**config.mk**
```make
export PLATFORM = sky130hd
export DESIGN_NAME = sync_fifo
export DESIGN_NICKNAME = d
export VERILOG_FILES = /design/src/rtl/sync_fifo_pkg.sv /design/src/rtl/sync_fifo_mem.sv /design/src/rtl/sync_fifo.sv
export SDC_FILE = /design/constraint.sdc
export NUM_CORES = 1
export LEC_CHECK = 0
export ABC_AREA = 1
export ABC_CLOCK_PERIOD_IN_PS = 3060
export BUFFER_PORTS_ARGS = -buffer_cell sky130_fd_sc_hd__clkbuf_2
export CORE_UTILIZATION = 35
export CTS_CLUSTER_SIZE = 16
export DETAILED_ROUTE_END_ITERATION = 12
export SLEW_MARGIN = 20
export SYNTH_ARGS = -nofsm -noshare
export SYNTH_HDL_FRONTEND = slang
export SYNTH_SLANG_ARGS = --single-unit
```
**constraint.sdc**
```tcl
create_clock -name clk_i -period 3.06 [get_ports clk_i]
set_input_delay 0.612 -clock clk_i [delete_from_list [all_inputs] [get_ports clk_i]]
set_output_delay 0.612 -clock clk_i [all_outputs]
set_load 0.005 [all_outputs]
```
**src/rtl/sync_fifo_pkg.sv**
```systemverilog
// Shared defaults for the single-clock FIFO.
// Geometry only; the FIFO adds no data types of its own.
package sync_fifo_pkg;

    localparam int FIFO_DEPTH_DEF = 16;
    localparam int FIFO_WIDTH_DEF = 8;

endpackage

```
**src/rtl/sync_fifo_mem.sv**
```systemverilog
// Purpose: DEPTH x WIDTH storage with one synchronous write port and one registered read port.
// Latency: a write lands at the clock edge; read data appears one cycle after rd_en.
// Backpressure: none here; the caller only issues accesses that are legal.
module sync_fifo_mem
    import sync_fifo_pkg::*;
#(
    parameter int DEPTH  = FIFO_DEPTH_DEF,
    parameter int WIDTH  = FIFO_WIDTH_DEF,
    parameter int ADDR_W = $clog2(DEPTH)
) (
    input  logic              clk_i,
    input  logic              rst_i,
    input  logic              wr_en,
    input  logic [ADDR_W-1:0] waddr,
    input  logic [WIDTH-1:0]  wdata,
    input  logic              rd_en,
    input  logic [ADDR_W-1:0] raddr,
    output logic [WIDTH-1:0]  rdata
);

    logic [WIDTH-1:0] mem [DEPTH];

    // Reset does not clear the array; the pointers decide what is valid.
    always_ff @(posedge clk_i) begin
        if (wr_en) begin
            mem[waddr] <= wdata;
        end
    end

    always_ff @(posedge clk_i) begin
        if (rst_i) begin
            rdata <= '0;
        end else if (rd_en) begin
            rdata <= mem[raddr];
        end
    end

endmodule

```
**src/rtl/sync_fifo.sv**
```systemverilog
// Purpose: single-clock FIFO with full/empty status and one-cycle overflow/underflow pulses.
// Latency: a word written at edge N is readable from edge N+1; read data is registered (1 cycle).
// Backpressure: writes while full and reads while empty are dropped and flagged next cycle.
module sync_fifo
    import sync_fifo_pkg::*;
#(
    parameter int DEPTH = FIFO_DEPTH_DEF,
    parameter int WIDTH = FIFO_WIDTH_DEF
) (
    input  logic             clk_i,
    input  logic             rst_i,
    input  logic             wr_en_i,
    input  logic             rd_en_i,
    input  logic [WIDTH-1:0] wdata_i,
    output logic [WIDTH-1:0] rdata_o,
    output logic             full_o,
    output logic             overflow_o,
    output logic             empty_o,
    output logic             underflow_o
);

    localparam int PNT_WIDTH = $clog2(DEPTH);
    localparam logic [PNT_WIDTH:0] PTR_ONE = {{PNT_WIDTH{1'b0}}, 1'b1};

    // Pointers carry one extra MSB that toggles on each wrap, separating full from empty.
    logic [PNT_WIDTH:0] wr_ptr;
    logic [PNT_WIDTH:0] rd_ptr;
    logic               wr_acc;
    logic               rd_acc;

    always_comb begin
        empty_o = (wr_ptr == rd_ptr);
        full_o  = (wr_ptr[PNT_WIDTH-1:0] == rd_ptr[PNT_WIDTH-1:0]) &&
                  (wr_ptr[PNT_WIDTH] != rd_ptr[PNT_WIDTH]);
        wr_acc  = wr_en_i && !full_o;
        rd_acc  = rd_en_i && !empty_o;
    end

    always_ff @(posedge clk_i) begin
        if (rst_i) begin
            wr_ptr      <= '0;
            rd_ptr      <= '0;
            overflow_o  <= 1'b0;
            underflow_o <= 1'b0;
        end else begin
            if (wr_acc) begin
                wr_ptr <= wr_ptr + PTR_ONE;
            end
            if (rd_acc) begin
                rd_ptr <= rd_ptr + PTR_ONE;
            end
            overflow_o  <= wr_en_i && full_o;
            underflow_o <= rd_en_i && empty_o;
        end
    end

    // Reset gates the write so a concurrent request leaves no trace.
    sync_fifo_mem #(
        .DEPTH  (DEPTH),
        .WIDTH  (WIDTH),
        .ADDR_W (PNT_WIDTH)
    ) u_mem (
        .clk_i (clk_i),
        .rst_i (rst_i),
        .wr_en (wr_acc && !rst_i),
        .waddr (wr_ptr[PNT_WIDTH-1:0]),
        .wdata (wdata_i),
        .rd_en (rd_acc),
        .raddr (rd_ptr[PNT_WIDTH-1:0]),
        .rdata (rdata_o)
    );

endmodule

```
==> reports/metrics.csv <==
metric,value,unit
status,finished clean,
share of cells above drive strength 1,12.8,%
Crit path arrival time,2.03,ns
Max Root-Sink Buffers,2,
post-CTS sizing,0,
power per cell area,628,mW/mm²
"Seq/Total Area, Yosys",65.5,%
Seq. cell area,0.00425,mm²
design area,0.00748,mm²
first-pass GRT wire length,23800,µm
Crit. Startpoint,rd_ptr[3]$_SDFFE_PP0P_,
syn_nets,671,
leakage,3.09,nW
setup tns final,0,ns
r2r setup slk,1.07,ns
Skew-Pair Late Insertion Delay,0.42,ns
vias in the first global route,4329,
Layout Nets,705,
Fill cells,1743,
Post-Synthesis Cells,654,
GRT Overall Usage,16.7,%
number of core rows,49,
Ys Warns,0,
DRT iter0 DRCs,397,
final worst-path cycle share,86.2,%
total of max-cap violations,0,
post-synthesis mux area share,0,%
worst-path fanout max,17,
Max transition margin,42.8,%
Commonest cells post-synth,"nand2_1 (145), edfxtp_1 (128), inv_1 (93), nor2_1 (83), nand3_1 (65)",
H-tree depth,4,
Final GP Congestion,0.879,
postcts setup bufs,0,
"FF+latch count, synth",148,
die area,0.0191,mm²
hold path start,rd_ptr[4]$_SDFFE_PP0P_,
Post-Synth Adder-Cell Area,0.966,%
area grow syn2layout,15.5,%
Slew Limit Fails,0,
Placed Cells,898,
launch point of the worst reg-to-reg path,rd_ptr[0]$_SDFFE_PP0P_,
critical path type,reg -> out,
minimum clock period,2.64,ns
hold-fix buffers at CTS,0,
largest net degree at the start of global routing,68,
Hold/Removal Path Class,reg -> reg,
port bufs,23,
initial antenna violation count,1,
top-count cell post-synth,nand2_1,
Post-synth ARST share,0,%
DR pass1 iterations,5,
clk slew on worst S/H paths,0.06,ns
Wirelength per Cell,16.3,µm
synthesized area,0.00648,mm²
num ports,24,
FMAX,0.379,GHz
compound-cell area share of the yosys netlist,3.86,%
Diodes inserted,0,
Num CTS Buffers,17,
final wirelength,15200,µm
chip width,138,µm
# setup viols final,0,
Initial Util,35.9,%
Final ANT Viol Nets,0,
Synth area leaders,"edfxtp_1 (59%), nand2_1 (8.4%), dfxtp_1 (6.2%)",
Vias,4423,
DRC violations left,0,
CTS tree,done,
"Primary FF master, synth",edfxtp_1,
main combinational cell family by area after synthesis,simple AND/OR/NAND/NOR gates,
Max VDD drop,0.452,mV
Slew @ Worst Pin,0.856,ns
"Cell Count, Final, Fillers Out",930,
library cells used by synthesis,27,
Die Y-Extent,138,µm
Vias/cell,4.76,
fraction of post-synthesis cell area in the top cell type by area,59.3,%
GR Overflow Total,0,
crit end category,primary output,
Synth Area in XOR/XNOR,0.946,%
CP Launch Type,flip-flop,
Num Clock Sinks,148,
syn avg cell area,9.91,µm²
multi-input logic area,0.00177,mm²
CORE AREA,0.0180,mm²
unrepaired setup endpoints after global routing,false,
Setup Skew,0.00950,ns
"area leader, netlist",edfxtp_1,
Post-synth EDFFs,128,
Worst Path Required,2.45,ns
Final HPWL DP,9550,µm
Simple-Gate Fraction of Synth Area,20.8,%
clk root buf,clkbuf_16,
placed instance area,0.00694,mm²
Fin. Hold Viols,0,
[metrics by stage]
stage / setup slack (ns) / util [%] / total power (W) / hold slack [ns]
after floorplan: 0.664 / - / 0.00267 / 0.465
after global placement: 0.555 / 38.5 / 0.00288 / 0.493
after detailed placement: 0.538 / 38.5 / 0.00288 / 0.500
after CTS: 0.414 / 41.5 / 0.00473 / 0.496
after global routing: 0.242 / 41.5 / 0.00489 / 0.515
final: 0.421 / 41.5 / 0.00470 / 0.508
[routing by layer]
metal	vias to the layer above	routed length [µm]	GRT usage, %
met2	117	7410	26.9
li1	2201	-	-
met3	13	943	4.23
met4	0	167	5.49
met5	-	0	0
met1	2092	6670	22.1
[worst paths after layout]
path / cells after the start / to
setup reg to reg: 9 / u_mem.rdata[1]$_SDFFE_PP0P_
hold reg to reg: 2 / rd_ptr[4]$_SDFFE_PP0P_
setup / recovery: 7 / full_o
hold / removal: 2 / rd_ptr[4]$_SDFFE_PP0P_
[registers in the layout (all words and copies together) (netlist names)]
name / flops
u_mem.mem: 128
u_mem.rdata: 8
rd_ptr: 5
wr_ptr: 5
overflow_o: 1
underflow_o: 1
[cell usage in the layout (no fill, tap or decap), types with 5 or more instances in the layout]
| cell | instances |
|---|---|
| a21oi_1 | 14 |
| buf_4 | 21 |
| clkbuf_1 | 5 |
| clkbuf_16 | 17 |
| clkbuf_2 | 23 |
| clkbuf_8 | 5 |
| dfxtp_1 | 19 |
| edfxtp_1 | 128 |
| ha_1 | 5 |
| inv_1 | 93 |
| inv_2 | 5 |
| nand2_1 | 145 |
| nand3_1 | 65 |
| nor2_1 | 83 |
| nor4_1 | 8 |
| nor4_2 | 7 |
| o21ai_0 | 34 |
| xor2_1 | 5 |
[area by class of cell]
| cell class | count | share of cell area [%] |
|---|---|---|
| repair buffers | 44 | 3.65 |
| clock buffers | 27 | 6.86 |
| clock inverters | 5 | 0.335 |
| inverters | 99 | 4.97 |
| multi-input cells | 378 | 23.6 |
| flip-flops and latches | 148 | 56.7 |
| well taps | 229 | 3.83 |
[logic make-up (layout without fill, tap and decap cells)]
family | count (synthesis) | count (layout)
adder cells (fa/ha/maj) | 5 | 5
buffers and inverters | 128 | 175
XOR/XNOR | 7 | 7
AO/OA/AOI/OAI | 50 | 50
AND/OR/NAND/NOR | 316 | 316
flip-flops | 148 | 148
[power breakdown]
| part | switching, W | leakage [nW] | internal (W) |
|---|---|---|---|
| clock | 0.000728 | 0.269 | 0.00114 |
| combinational | 0.000418 | 1.50 | 0.000166 |
| sequential | 0.0000218 | 1.32 | 0.00223 |
| total | 0.00117 | 3.09 | 0.00353 |
[worst max-delay path, cell delays in order, from the launching register on]
cell      delay [ns]
dfxtp_1         0.37
inv_1           0.17
nand2_1         0.10
nand2_1         0.06
nor2_2          0.18
nand3_2         0.16
inv_2           0.37
clkbuf_2        0.19
No activity file was read; power rests on OpenSTA's default activity.
